$ cat config.mk
export PLATFORM = sky130hd
export DESIGN_NAME = spi_write_controller
export DESIGN_NICKNAME = d
export VERILOG_FILES = /design/src/rtl/spi_write_controller.sv
export SDC_FILE = /design/constraint.sdc
export NUM_CORES = 1
export LEC_CHECK = 0
export CAP_MARGIN = 20
export CORE_MARGIN = 2
export CORE_UTILIZATION = 55
export DETAILED_ROUTE_END_ITERATION = 16
export GPL_TIMING_DRIVEN = 0
export PLACE_DENSITY = 0.75
export SLEW_MARGIN = 20
export SYNTH_ARGS = -nofsm -noshare
export SYNTH_HDL_FRONTEND = slang
export SYNTH_SLANG_ARGS = --single-unit
$ cat constraint.sdc
create_clock -name clk -period 5.7 [get_ports clk]
set_input_delay 1.14 -clock clk [delete_from_list [all_inputs] [get_ports clk]]
set_output_delay 1.14 -clock clk [all_outputs]
set_load 0.02 [all_outputs]
$ cat src/rtl/spi_write_controller.sv
// Queued 16-bit SPI (mode 0) frame writer: commands go into a small FIFO and are
// shifted out MSB first, one frame per nCS assertion, with a fixed gap between frames.
module spi_write_controller #(
  parameter int CLK_DIV    = 4,
  parameter int GAP_CYCLES = 4,
  parameter int FIFO_DEPTH = 4
) (
  input  logic                          clk,
  input  logic                          rst,
  input  logic                          cmd_valid,
  output logic                          cmd_ready,
  input  logic                          cmd_write,
  input  logic [6:0]                    cmd_addr,
  input  logic [7:0]                    cmd_data,
  output logic                          SCLK,
  output logic                          COPI,
  output logic                          nCS,
  output logic                          busy,
  output logic                          done,
  output logic [$clog2(FIFO_DEPTH):0]   level
);

  localparam int AW = $clog2(FIFO_DEPTH);
  localparam int LW = AW + 1;

  typedef enum logic [2:0] {IDLE, SETUP, SCLK_HI, SCLK_LO, GAP} state_t;

  state_t      state, state_n;
  logic [7:0]  timer, timer_n;
  logic [3:0]  bitcnt, bitcnt_n;
  logic [3:0]  bit_dn;
  logic        last, last_n;
  logic [15:0] frame, frame_n;
  logic        sclk_n, copi_n, ncs_n, done_n;

  logic [15:0]   mem [FIFO_DEPTH];
  logic [AW-1:0] wptr, rptr;
  logic          push, pop;
  logic [15:0]   head;

  // Fullness uses the registered level only, so a same-cycle pop never opens a slot.
  assign cmd_ready = !rst && (level < LW'(FIFO_DEPTH));
  assign push      = cmd_valid && cmd_ready;
  assign pop       = (state == IDLE) && (level != '0);
  assign head      = mem[rptr];
  assign busy      = (level != '0) || (state != IDLE);
  assign bit_dn    = bitcnt - 4'd1;

  always_ff @(posedge clk) begin
    if (push) mem[wptr] <= {cmd_write, cmd_addr, cmd_data};
  end

  always_ff @(posedge clk) begin
    if (rst) begin
      wptr  <= '0;
      rptr  <= '0;
      level <= '0;
    end else begin
      if (push) wptr <= wptr + 1'b1;
      if (pop)  rptr <= rptr + 1'b1;
      case ({push, pop})
        2'b10:   level <= level + 1'b1;
        2'b01:   level <= level - 1'b1;
        default: level <= level;
      endcase
    end
  end

  always_ff @(posedge clk) begin
    if (rst) begin
      state  <= IDLE;
      timer  <= '0;
      bitcnt <= '0;
      last   <= 1'b0;
      frame  <= '0;
      SCLK   <= 1'b0;
      COPI   <= 1'b0;
      nCS    <= 1'b1;
      done   <= 1'b0;
    end else begin
      state  <= state_n;
      timer  <= timer_n;
      bitcnt <= bitcnt_n;
      last   <= last_n;
      frame  <= frame_n;
      SCLK   <= sclk_n;
      COPI   <= copi_n;
      nCS    <= ncs_n;
      done   <= done_n;
    end
  end

  // bitcnt names the bit currently on COPI; 'last' marks that bit 0 has been clocked.
  always_comb begin
    state_n  = state;
    timer_n  = timer;
    bitcnt_n = bitcnt;
    last_n   = last;
    frame_n  = frame;
    sclk_n   = SCLK;
    copi_n   = COPI;
    ncs_n    = nCS;
    done_n   = 1'b0;
    case (state)
      IDLE: begin
        if (level != '0) begin
          state_n  = SETUP;
          frame_n  = head;
          timer_n  = 8'(CLK_DIV - 1);
          bitcnt_n = 4'd15;
          last_n   = 1'b0;
          ncs_n    = 1'b0;
          sclk_n   = 1'b0;
          copi_n   = head[15];
        end
      end
      SETUP: begin
        if (timer == '0) begin
          state_n = SCLK_HI;
          timer_n = 8'(CLK_DIV - 1);
          sclk_n  = 1'b1;
        end else begin
          timer_n = timer - 8'd1;
        end
      end
      SCLK_HI: begin
        if (timer == '0) begin
          state_n = SCLK_LO;
          timer_n = 8'(CLK_DIV - 1);
          sclk_n  = 1'b0;
          if (bitcnt != 4'd0) begin
            bitcnt_n = bit_dn;
            copi_n   = frame[bit_dn];
          end else begin
            last_n = 1'b1;
          end
        end else begin
          timer_n = timer - 8'd1;
        end
      end
      SCLK_LO: begin
        if (timer == '0) begin
          if (last) begin
            state_n = GAP;
            timer_n = 8'(GAP_CYCLES - 1);
            ncs_n   = 1'b1;
            copi_n  = 1'b0;
            done_n  = 1'b1;
          end else begin
            state_n = SCLK_HI;
            timer_n = 8'(CLK_DIV - 1);
            sclk_n  = 1'b1;
          end
        end else begin
          timer_n = timer - 8'd1;
        end
      end
      GAP: begin
        if (timer == '0) state_n = IDLE;
        else             timer_n = timer - 8'd1;
      end
      default: state_n = IDLE;
    endcase
  end

endmodule

==> results.md, run 1 <==
- First-pass GRT wire length: roughly 13000 µm
- Worst-skew pair later-pin latency: 0.37 ns
- Final Skew: 0.00830 ns
- CTS Sinks: 109
- DRC viols: 0
- Post-Route Setup TNS: 0 ns
- Gr ovfl total: 0
- Final wirelength: 7840 µm
- Synth Flop Type: edfxtp_1
- Yosys warns: 0
- # nets final: 416
- Clock power share: 0.171
- Hold WC Path Type: reg2reg
- Synth top area share: 0.426
- Top-count cell post-synth: edfxtp_1
- Critical Path Max Stage Delay: roughly 0.66 ns
- Crit Path Class: in2out
- Psw: just under 1 mW
- RSZ-0062 raised after global routing: false
- Max-cap viol count: 0
- EDFF count, synth: between 60 and 70
- Leakage: about 1.7 nW
- Sw Ratio: 0.377
- Synth cell types: 46
- Peak supply drop: 0.190 mV
- Final worst slack: about 2.1 ns
- Final Hold Vio Count: 0
- Area of the multi-input gates: 1550 µm²
- Crit path cell chain: clkdlybuf4s50_1, nor2_1, clkdlybuf4s50_1
- Setup Viol. Count Final: 0
- Area Overhead vs Synth: 13.0%
- Chip width: around 95 µm
- Min Tclk post-route: 3.65 ns
- Bufs on Longest Clock Path: 2
- Die Y: around 95 µm
- Initial DRC count: 110
- Crit-path most repeated cell: clkdlybuf4s50_1
- Ant diodes: 0
- Area leader, netlist: edfxtp_1
- Initial Utilization: 0.557
- Placer Congestion: 0.860
- Number of global-route vias before repair: about 2600
- Routed wire per std cell: 15.8 µm
- Reg power frac: 0.409
- Share of layout cells above drive strength 1: 0.0995
- Fin crit share: 0.640
- Combinational share of power: 0.420
- Crit path DAT: 2.51 ns
- Core box area: 8090 µm²
- Resized cells post-CTS: 0
- Initial DRT Pass Iterations: 4
- Internal Pwr Total: 1.60 mW
- Area contributors post-synth: edfxtp_1 (43%), dfxtp_1 (20%), mux4_2 (8.0%)
- Worst-Margin Slew: 0.861 ns
- Worst Path Required: 4.56 ns
- Final ANT Viol Nets: 0
- Synth top cells by count: edfxtp_1 (64), dfxtp_1 (45), nand2_1 (38)
- Max-slew violations: 0
- Die ar.: 8930 µm²
- Overall Global Routing Usage: 0.190
- Initial antenna violation count: 0
- Worst setup SP type: input pin
- CTS H-Tree Depth: 3
- # hold bufs at CTS: 0
- Max Fclk: 274 MHz
- Slew HR: 0.426
- CTS tree: built
- Status: completed
- Post-synth ARST share: 0
- Post-CTS Setup Bufs: 0
- Vias per Instance: about 5.5
- Register area share after synthesis: 0.626
- Avg Synthesized Cell Area: 12.9 µm²
- Vias: 2729
- Storage cell area: ~2800 µm²
- PortBufs: 27
- Synthesized cell area: ~4500 µm²
- CTS clock-pin slew for the worst setup and hold paths: 0.10 ns
- IO Count: 28
- # fillers: 657
- Largest net degree at the start of global routing: 21
- DP Wirelength: ~5300 µm
- CP Capture Type: output port
- Power density cells: 505 nW/µm²
- CTS buffer count: 9
- Crit-path slowest cell: clkdlybuf4s50_1
- Root Driver: clkbuf_8
- Final hold slack: 0.459 ns
- Row count: 33
- Synthesis-stage register bit count: 109
- Pre-CTS worst setup slack: 2.03 ns
- Worst-path maximum fanout: 6
- Synth Net Count: 378
- Mapped Cells: between 300 and 400
-- path summary, 6_finish.rpt --
path / cells after the start / slack, ns / endpoint / start
max reg2reg: 11 / 3.02 / level[2]$_SDFFE_PP0P_ / state[2]$_SDFFE_PP0P_
min: 2 / 0.46 / frame[14]$_SDFFE_PP0P_ / frame[14]$_SDFFE_PP0P_
max: 3 / 2.05 / cmd_ready / rst
min reg2reg: 2 / 0.46 / frame[14]$_SDFFE_PP0P_ / frame[14]$_SDFFE_PP0P_
-- cells by family (layout without fill, tap and decap cells) --
family	after synthesis	count (layout)	share of synthesized area
AO/OA/AOI/OAI	58	58	0.0863
multiplexers	24	24	0.0977
XOR/XNOR	14	14	0.0272
flip-flops	109	109	0.626
buffers and inverters	34	77	0.0303
AND/OR/NAND/NOR	100	100	0.103
adder cells (fa/ha/maj)	10	10	0.0294
-- per-stage QoR --
stage	power [mW]	instance area, µm²	std cells	utilization
finish	2.57	5090	497	0.629
global route	2.75	5090	497	0.629
CTS	2.59	5090	497	0.629
detailed placement	2.14	4910	481	0.607
global placement	2.12	4910	481	0.607
floorplan	1.89	4510	349	-
-- registers in the layout (all words and copies together), names as in the netlist, named ones only --
register	cells
COPI	1
SCLK	1
bitcnt	4
done	1
frame	16
last	1
level	3
mem	64
nCS	1
rptr	2
state	3
timer	8
wptr	2
-- power by group through the flow --
stage / combinational, mW / sequential, mW / clock (mW)
floorplan: 0.815 / 1.07 / 0
global placement: 1.06 / 1.06 / 0
detailed placement: 1.07 / 1.07 / 0
CTS: 1.08 / 1.05 / 0.454
global route: 1.20 / 1.07 / 0.481
finish: 1.08 / 1.05 / 0.440
-- layout make-up --
cell class | instances | share of cell area
plain buffers | 20 | 0.0165
clock buffers | 9 | 0.0243
clock inverters | 7 | 0.0118
inverters | 14 | 0.0103
multi-input cells | 206 | 0.304
flip-flops and latches | 109 | 0.554
well taps | 105 | 0.0258
repair buffers | 27 | 0.0531
-- worst max-delay path: cells and delay by family --
family / cells / cell delay, ns
simple gates: 1 / 0.26
buf+inv: 2 / 1.11
-- layer usage --
metal,global-route usage,wire length [µm],vias up
li1,-,-,1355
met1,0.240,3520,1318
met5,0,0,-
met2,0.323,3980,52
met3,0.0479,280,4
met4,0.0628,58,0
-- cells in the final DEF (no fill, tap or decap), types with 5 or more instances in the layout --
cell type and count:
xnor2_1 10, mux2i_1 8, o21ai_0 6, inv_1 14, nand2_1 38, a2111oi_0 5
edfxtp_1 64, a21oi_1 23, clkdlybuf4s50_1 27, and3_1 5, dfxtp_1 45, nor2_1 29
nor3_1 6, ha_1 9, clkbuf_1 16, clkbuf_8 9, mux4_2 16
Note: power is estimated with default switching activity, not from simulation.
==> inputs of run 2 (changes only) <==
Settings changed: CORE_UTILIZATION 55 to 53.
Clock period 5.7 ns to 3.11 ns, I/O delays scaled along.
==> results.md, run 2 (synthesized netlist as in run 1, its figures left out) <==
- Reg2Reg Depth: 11
- Final Util: 0.626
- Power density cells: 943 nW/µm²
- Vias: 2745
- Row count: 33
- Final Hold Vio Count: 0
- PortBufs: 27
- Gr ovfl total: 0
- Post-CTS Setup Bufs: 0
- RSZ-0062 raised after global routing: false
- Routed wire per std cell: 15.8 µm
- Worst-skew pair later-pin latency: 0.36 ns
- Worst Path Required: 2.49 ns
- Max-cap viol count: 0
- Reg with most FFs: mem
- Core box area: 8220 µm²
- Reg2Reg Setup Slack: 0.44 ns
- Resized cells post-CTS: 0
- Most frequent cells in the layout: edfxtp_1 (64), dfxtp_1 (45), nand2_1 (38), nor2_1 (28), clkdlybuf4s50_1 (27)
- Final Skew: 0.0169 ns
- Largest net degree at the start of global routing: 23
- CTS buffer count: 9
- Share of layout cells above drive strength 1: 0.105
- Placer Congestion: ~0.87
- Root Driver: clkbuf_8
- Die ar.: 9260 µm²
- DP Wirelength: 5320 µm
- Post-Route Setup TNS: 0 ns
- Status: completed
- Initial DRC count: 131
- Initial DRT Pass Iterations: 4
- Die Y: 96.2 µm
- Top flop regs: mem x64, frame x16, timer x8
- Max-slew violations: 0
- Ant diodes: 0
- Slew HR: 0.391
- Crit path DAT: roughly 2.2 ns
- Chip width: 96.2 µm
- # nets final: roughly 420
- # fillers: 635
- Initial Utilization: 0.549
- Leading cell type in the layout, fill and taps excluded: edfxtp_1
- FF-to-FF End: level[2]$_SDFFE_PP0P_
- Final Power: slightly below 5 mW
- Overall Global Routing Usage: 0.192
- Hold WC Path Type: reg2reg
- First-pass GRT wire length: 13200 µm
- Storage cell area: 2820 µm²
- Fin crit share: 0.890
- Final wirelength: 7880 µm
- DRC viols: 0
- Setup crit end: busy
- Crit path from: level[2]$_SDFFE_PP0P_
- Area of the multi-input gates: 1550 µm²
- CTS tree: built
- Vias per Instance: 5.52
- Worst-Margin Slew: 0.914 ns
- Leakage: 1.72 nW
- Crit Path Class: reg2out
- CP Capture Type: output port
- Worst r2r src: state[2]$_SDFFE_PP0P_
- Min Tclk post-route: 2.77 ns
- Peak supply drop: 0.407 mV
- Worst setup SP type: flop
- Initial antenna violation count: 0
- Placed cell area: 4910 µm²
- IO Count: 28
- Bufs on Longest Clock Path: 2
- Area Overhead vs Synth: 14.1%
- CTS H-Tree Depth: 3
- Worst-path maximum fanout: 8
- CTS clock-pin slew for the worst setup and hold paths: 0.11 ns
- CTS Sinks: 109
- # hold bufs at CTS: 0
- Max Fclk: around 360 MHz
- Final ANT Viol Nets: 0
- Setup Viol. Count Final: 0
- Max reg flops: 64
- Design area: 5140 µm²
- Number of global-route vias before repair: between 2000 and 3000
-- run 2: worst max-delay path, stage by stage, from the launching register on --
cell and delay, ns:
dfxtp_1 0.35, or3_1 0.46, nor2_2 0.33, inv_1 0.10, clkdlybuf4s50_1 0.55
-- run 2: area by class of cell --
class	count	area share
plain buffers	20	0.0163
clock buffers	9	0.0241
clock inverters	7	0.0209
inverters	14	0.0102
multi-input cells	206	0.301
flip-flops and latches	109	0.549
well taps	105	0.0255
repair buffers	27	0.0526
-- run 2: report_power, final --
| part | switching (mW) | internal, mW | leakage [nW] |
|---|---|---|---|
| clock | 0.538 | 0.413 | 0.117 |
| sequential | 0.136 | 1.79 | 0.949 |
| combinational | 1.13 | 0.839 | 0.649 |
| total | 1.81 | 3.04 | 1.72 |
-- run 2: routing by layer --
layer,vias to the layer above,part of all wire,global-route usage
li1,1360,-,-
met1,1330,0.46,0.246
met2,48,0.50,0.323
met3,7,0.033,0.0486
met4,0,0.0080,0.0560
met5,-,0,0
-- run 2: per-stage QoR --
step / setup WS, ns / std cells / hold WS, ns
2_1_floorplan: 0.787 / 349 / 0.432
3_3_place_gp: 0.284 / 481 / 0.441
3_5_place_dp: 0.249 / 481 / 0.445
4_1_cts: 0.156 / 497 / 0.464
5_1_grt: 0.134 / 497 / 0.481
6_report: 0.341 / 497 / 0.462
-- run 2: how the worst min path moves through the flow --
stage,start,to,slack [ns],depth (start not counted)
after floorplan,frame[14]$_SDFFE_PP0P_,frame[14]$_SDFFE_PP0P_,0.43,2
after global placement,frame[15]$_SDFFE_PP0P_,frame[15]$_SDFFE_PP0P_,0.44,2
after detailed placement,frame[12]$_SDFFE_PP0P_,frame[12]$_SDFFE_PP0P_,0.45,2
after CTS,frame[4]$_SDFFE_PP0P_,frame[4]$_SDFFE_PP0P_,0.46,2
after global routing,frame[4]$_SDFFE_PP0P_,frame[4]$_SDFFE_PP0P_,0.48,2
final,frame[10]$_SDFFE_PP0P_,frame[10]$_SDFFE_PP0P_,0.46,2
==> inputs of run 3 (changes only) <==
Settings changed: CORE_MARGIN 2 to 8.
==> results.md, run 3 (synthesized netlist as in run 1, its figures left out) <==
- Status: completed
- Leakage: 1.69 nW
- Resized cells post-CTS: 0
- Post-Route Setup TNS: 0 ns
- Power density cells: 925 nW/µm²
- Max-cap viol count: 0
- Most frequent cells in the layout: edfxtp_1 (64), dfxtp_1 (45), nand2_1 (38), nor2_1 (29), clkdlybuf4s50_1 (27)
- Final wirelength: 7870 µm
- Die Y: 108 µm
- Hold WC Path Type: reg2reg
- Gr ovfl total: 0
- Peak supply drop: 0.388 mV
- Crit path DAT: 2.34 ns
- Slew HR: 0.401
- Fin crit share: 0.951
- Routed wire per std cell: between 15 and 20 µm
- Post-CTS Setup Bufs: 0
- # nets final: 416
- Max reg flops: 64
- Root Driver: clkbuf_8
- Reg with most FFs: mem
- Worst setup SP type: flop
- Core box area: 8220 µm²
- Worst-path maximum fanout: 8
- IO Count: 28
- Vias: ~2700
- RSZ-0062 raised after global routing: false
- Worst Path Required: 2.49 ns
- Setup Viol. Count Final: 0
- First-pass GRT wire length: 12800 µm
- CTS H-Tree Depth: 3
- Initial DRT Pass Iterations: 4
- DRC viols: 0
- Post-Layout Cell Count: ~500
- Max-slew violations: 0
- Row count: 33
- Worst-skew pair later-pin latency: 0.37 ns
- Number of global-route vias before repair: 2682
- Placer Congestion: approximately 0.84
- # hold bufs at CTS: 0
- Initial DRC count: ~110
- CTS tree: built
- Overall Global Routing Usage: 0.141
- PortBufs: 27
- Die ar.: 11700 µm²
- Share of layout cells above drive strength 1: 0.102
- CTS buffer count: 9
- CP Capture Type: output port
- Min Tclk post-route: 2.96 ns
- Chip width: between 100 and 150 µm
- CTS Sinks: approximately 110
- Final Skew: 0.00983 ns
- Initial Utilization: 0.549
- Initial antenna violation count: 0
- Worst-Margin Slew: 0.899 ns
- Final ANT Viol Nets: 0
- Vias per Instance: 5.52
- Area Overhead vs Synth: 13.0%
- Placed insts: 481
- Final Hold Vio Count: 0
- DP Wirelength: 5440 µm
- Largest net degree at the start of global routing: 21
- Crit Path Class: reg2out
- Top flop regs: mem x64, frame x16, timer x8
- Bufs on Longest Clock Path: 2
- Max Fclk: 338 MHz
- CTS clock-pin slew for the worst setup and hold paths: ~0.1 ns
- Ant diodes: 0
- Leading cell type in the layout, fill and taps excluded: edfxtp_1
## run 3: layer usage
layer / GRT usage / routed length (µm) / vias to the layer above
met2: 0.220 / 3700 / 53
met3: 0.0351 / 268 / 9
li1: - / - / 1364
met5: 0 / 0 / -
met1: 0.183 / 3800 / 1316
met4: 0.0595 / 105 / 0
## run 3: through the flow
| step | setup WS [ns] | hold WS, ns | instance area, µm² | util | power (mW) |
|---|---|---|---|---|---|
| 6_report | 0.152 | 0.463 | 5090 | 0.620 | 4.71 |
| 5_1_grt | 0.0224 | 0.483 | 5090 | 0.620 | 5.04 |
| 4_1_cts | 0.133 | 0.463 | 5090 | 0.620 | 4.75 |
| 3_5_place_dp | 0.259 | 0.448 | 4910 | 0.597 | 3.93 |
| 3_3_place_gp | 0.290 | 0.441 | 4910 | 0.597 | 3.89 |
| 2_1_floorplan | 0.787 | 0.432 | 4510 | - | 3.46 |
## run 3: report_power, final
part | leakage [nW] | internal [mW] | switching, mW | total [mW]
sequential | 0.949 | 1.79 | 0.139 | 1.93
clock | 0.0945 | 0.310 | 0.497 | 0.807
combinational | 0.649 | 0.838 | 1.14 | 1.97
## run 3: area by class of cell
| cell class | instances | area, µm² |
|---|---|---|
| Inverter | 14 | 52.6 |
| Timing Repair Buffer | 27 | 270 |
| Clock buffer | 9 | 124 |
| Clock inverter | 7 | 61.3 |
| Tap cell | 105 | 131 |
| Fill cell | 624 | 3120 |
| Multi-Input combinational cell | 206 | 1550 |
| Sequential cell | 109 | 2820 |
| Buffer | 20 | 83.8 |
## run 3: critical path, cell delays in order, from the launching register on
cell	delay, ns
dfxtp_1	0.35
or3_1	0.46
nor2_1	0.48
inv_1	0.12
clkdlybuf4s50_1	0.56
## run 3: worst paths after layout
kind	start	endpoint	slack, ns	cells after the start
worst min register to register	frame[11]$_SDFFE_PP0P_	frame[11]$_SDFFE_PP0P_	0.46	2
worst max register to register	bitcnt[0]$_SDFFE_PP0P_	COPI$_SDFFE_PP0P_	0.41	9
worst min-delay path	frame[11]$_SDFFE_PP0P_	frame[11]$_SDFFE_PP0P_	0.46	2
worst max-delay path	level[2]$_SDFFE_PP0P_	busy	0.15	4
==> RTL change 1 (settings of run 3) <==
The parameter `FIFO_DEPTH` goes from 4 to 8.
--- a/src/rtl/spi_write_controller.sv
+++ b/src/rtl/spi_write_controller.sv
@@ -3,7 +3,7 @@
 module spi_write_controller #(
   parameter int CLK_DIV    = 4,
   parameter int GAP_CYCLES = 4,
-  parameter int FIFO_DEPTH = 4
+  parameter int FIFO_DEPTH = 8
 ) (
   input  logic                          clk,
   input  logic                          rst,
Ports: changed (resized level); port bits go from 28 to 29. No check against the original RTL was run, so the function may have changed too.
==> RTL change 1 against run 3 <==
- first-iteration DRC count grew to 2.6 times the old value
- sequential cell count is 68 higher
- non-clock buffer count is 18 higher
- cell count is 42% higher
- final area is 64% higher
- worst setup slack better by 0.069 ns
- via count is 46% higher
- power is 67% higher
- sequential power is 55% higher
- die area is 48% higher
- hold slack better by 0.035 ns
- wire length is 78% higher
- area after synthesis is 58% higher
- critical path type is now reg2reg
- critical endpoint is now level[3]
- highest routed layer unchanged
==> RTL change 1: results (changes against run 3) <==
outcome: "complete, no violations"
grtUsageMet1: 0.202  # +0.0188
clock_latency_ns: 0.44  # +0.07 ns
worst_slew_pin_slew_ns: 0.901  # +0.00276 ns
use_met2: 0.276  # +0.0563
reg2reg_depth: 11  # +2
setup.worst_path.end_class: "register"
ff2ff_setup_slack_ns: 0.22  # -0.19 ns
grt_max_degree: 17  # -19%
use_met3: 0.0495  # +0.0144
hpwl_mm: 9.45  # +74%
intPower_w: 0.00527  # +79%
synthTopCellsByCount: "128 x edfxtp_1, 52 x nor2_1, 49 x dfxtp_1"
path_clk_slew_ns: 0.07  # -0.03 ns
cts_made_buffers: 17  # +8
synth_nets: 483  # +28%
fin_skew_ns: 0.0120  # +0.00219 ns
wl_met3_um: 704  # +160%
post_drt_via_cell_ratio: 5.70  # +3.3%
crit_start: "state[0]"
nFillCells: 954  # +53%
htree_levels: 4  # +1
p_leak_nw: 2.73  # +61%
synth.distinct_cells: 45  # -2.2%
final_nets: 543  # +31%
cp_max_fo: 11  # +3
vdd_drop_max_mv: 0.548  # +41%
grt_pass1_vias: 4166  # +55%
## RTL change 1: changes by cell type after synthesis, moves of 5 or more
cell / change
nand2_1: -26
edfxtp_1: +64
a21oi_1: -12
mux2i_1: +10
xnor2_1: -5
xor2_1: +8
mux4_2: +16
nor2_1: +23
nor3_1: +5
inv_1: -8
a211oi_1: +15
## RTL change 1: kinds of logic (layout without fill, tap and decap cells)
group,Yosys count,in the layout,share of synthesized area
compound gates,54,54,0.0526
flops,177,177,0.679
xor+xnor,17,17,0.0209
simple gates,113,113,0.0811
fa+ha+maj,9,9,0.0158
buf+inv,30,103,0.0160
mux,55,55,0.135
## RTL change 1: power by group through the flow
stage          Clock [W]  Combinational (W)  Sequential (W)
3_3_place_gp           0            0.00255         0.00301
6_report         0.00209            0.00279         0.00299
5_1_grt          0.00223            0.00309         0.00303
2_1_floorplan          0            0.00197         0.00303
4_1_cts          0.00213            0.00268         0.00298
3_5_place_dp           0            0.00264         0.00303
## RTL change 1: critical path, stage by stage, from the launching register on
cell and delay, ns:
dfxtp_1 0.30, clkbuf_1 0.18, or2_2 0.40, nor3_4 0.29
clkbuf_4 0.29, ha_2 0.26, or3b_2 0.46, o21ai_0 0.10
nand3b_1 0.10, a21oi_1 0.20, xnor2_1 0.13, nor2_1 0.05
## RTL change 1: final cells by class
type | count | share of cell area
buffer | 24 | 0.0114
clock buffer | 18 | 0.0512
clock inverter | 14 | 0.0182
inverter | 6 | 0.00269
multi-input combinational | 248 | 0.265
sequential | 177 | 0.576
tap | 176 | 0.0263
timing repair buffer | 41 | 0.0488
## RTL change 1: worst min path at each step
stage,cells past startpoint,slack [ns],end
6_report,2,0.50,frame[15]
5_1_grt,2,0.53,frame[12]
4_1_cts,2,0.50,frame[15]
3_5_place_dp,2,0.49,frame[15]
3_3_place_gp,2,0.48,wptr[0]
2_1_floorplan,2,0.46,wptr[0]
## RTL change 1: stage by stage
| step | setup TNS [ns] | instance area, um^2 | hold WS, ns | worst slack, ns | instances |
|---|---|---|---|---|---|
| 6_report | 0 | 8380 | 0.497 | 0.221 | 704 |
| 5_1_grt | 0 | 8380 | 0.527 | 0.0171 | 704 |
| 4_1_cts | 0 | 8310 | 0.498 | 0.0208 | 699 |
| 3_5_place_dp | -0.528 | 7720 | 0.490 | -0.384 | 667 |
| 3_3_place_gp | -63.63 | 7600 | 0.482 | -1.36 | 658 |
| 2_1_floorplan | 0 | 7110 | 0.462 | 0.0417 | 455 |
## RTL change 1: repair_timing
action | 4_1_cts | 5_1_grt
resized for setup | 2 | 5
buffers inserted | 0 | 3
endpoints found under the setup margin | 4 | 2
pin swaps | 0 | 1
==> RTL change 2 (flow settings as in run 3) <==
Made on the original files. The 5 states of `state_t` get a one-hot encoding in 5 bits.
--- a/src/rtl/spi_write_controller.sv
+++ b/src/rtl/spi_write_controller.sv
@@ -23,7 +23,7 @@
   localparam int AW = $clog2(FIFO_DEPTH);
   localparam int LW = AW + 1;
 
-  typedef enum logic [2:0] {IDLE, SETUP, SCLK_HI, SCLK_LO, GAP} state_t;
+  typedef enum logic [4:0] {IDLE = 5'b00001, SETUP = 5'b00010, SCLK_HI = 5'b00100, SCLK_LO = 5'b01000, GAP = 5'b10000} state_t;
 
   state_t      state, state_n;
   logic [7:0]  timer, timer_n;
Formal check against the unedited RTL: no difference found for any inputs over 10 cycles, from zero or initial values and one cycle with rst high; not proved beyond that.
==> RTL change 2 against run 3 <==
- power grew 0.34%
- sequential share of layout area decreased by 0.95 points
- sequential cell count rose by 2
- non-clock buffer count fell by 5
- final area is 3.2% higher
- area after synthesis grew 3.9%
- wire length grew 4.4%
- first-iteration DRC count increased by 70%
- worst setup slack improved by 0.11 ns
- clock skew up 0.0048 ns
- largest power group is now registers
- highest routed layer unchanged
==> RTL change 2: results (changes against run 3) <==
wl_met2_mm: 4.13  # +12%
hpwl_mm: 5.62  # +3.3%
async_flop_share: 0  # unchanged
p_leak_nw: 1.84  # +8.8%
grt_pass1_vias: 2830  # +5.5%
post_drt_via_cell_ratio: 5.60  # +1.6%
synthAdderAreaFrac: 0.0283  # -0.00111
grt.total_usage: 0.145  # +0.00414
arrival_ns: 2.23  # -0.11 ns
synth_xor_area_frac: 0.0168  # -0.0104
drt-initial-drc-count: 185  # +70%
min_path_type: "reg2reg"
fin_skew_ns: 0.0146  # +0.00475 ns
cts_made_buffers: 9  # unchanged
synth_mux_area_frac: 0.103  # +0.00514
ff2ff_setup_slack_ns: 0.50  # +0.09 ns
cpPeakStageDelay_ns: 0.54  # -0.02 ns
io_buffers: 26  # -3.7%
placed_area_mm2: 0.00508  # +3.5%
vdd_drop_max_mv: 0.341  # -12%
grtUsageMet1: 0.174  # -0.00957
synth_compound_area_frac: 0.0898  # +0.00343
grt_pass1_wl_mm: 13.4  # +4.5%
gp_congestion: 0.841  # +0.32%
final_nets: 423  # +1.7%
synthTopCellsByArea: "edfxtp_1 41%, dfxtp_1 20%, mux4_2 9.6%"
dr.pass1.iters: 4  # unchanged
drive_gt1_frac: 0.143  # +0.0412
use_met2: 0.249  # +0.0290
met1_length_mm: 3.64  # -4.0%
avgRoutedWirePerCell_um: 16.2  # +2.5%
max_slew_margin: 0.408  # +0.00697
synth_nets: 387  # +2.4%
use_met3: 0.0401  # +0.00502
nFillCells: 652  # +4.5%
grt_max_degree: 21  # unchanged
ys_seq_area_frac: 0.611  # -0.0150
synthTopCellsByCount: "64 x edfxtp_1, 47 x dfxtp_1, 40 x nand2_1"
outcome: "complete, no violations"
synth.distinct_cells: 55  # +20%
wl_met3_um: 326  # +22%
-- RTL change 2: cell type report --
class | count | area, um^2 | area share
buffer | 16 | 81.3 | 0.0155
clock buffer | 9 | 124 | 0.0236
clock inverter | 6 | 57.6 | 0.0109
inverter | 18 | 72.6 | 0.0138
multi-input combinational | 212 | 1660 | 0.316
sequential | 111 | 2860 | 0.545
tap | 108 | 135 | 0.0257
timing repair buffer | 26 | 260 | 0.0495
-- RTL change 2: timing repair --
action,CTS,global route
resized for setup,0,0
hold buffers,0,0
endpoints found under the setup margin,0,1
-- RTL change 2: where the power goes --
part | internal, W | total, W | switching, W | leakage, nW
clock network | 0.000309 | 0.000815 | 0.000506 | 0.0945
registers | 0.00181 | 0.00196 | 0.000152 | 0.966
logic | 0.000857 | 0.00195 | 0.00109 | 0.781
total | 0.00298 | 0.00473 | 0.00175 | 1.84
-- RTL change 2: through the flow --
step | utilization | setup slack, ns | instances | total power [W] | hold slack (ns)
after floorplan | - | 0.457 | 358 | 0.00348 | 0.433
final | 0.609 | 0.262 | 506 | 0.00473 | 0.460
after CTS | 0.609 | 0.0229 | 507 | 0.00477 | 0.462
after global placement | 0.588 | 0.108 | 492 | 0.00391 | 0.442
after detailed placement | 0.588 | 0.0725 | 492 | 0.00396 | 0.448
after global routing | 0.609 | 0.193 | 506 | 0.00505 | 0.481
-- RTL change 2: path summary, 6_finish.rpt --
check | startpoint | endpoint | depth (start not counted)
max | state[2] | busy | 5
min | frame[9] | frame[9] | 2
max reg2reg | state[2] | level[2] | 11
min reg2reg | frame[9] | frame[9] | 2
-- RTL change 2: critical path, delay by kind of cell, from the launching register on --
kind / cells / cell delay (ns)
and+or+nand+nor: 2 / 0.77
buffers and inverters: 3 / 0.77
DFF: 1 / 0.31
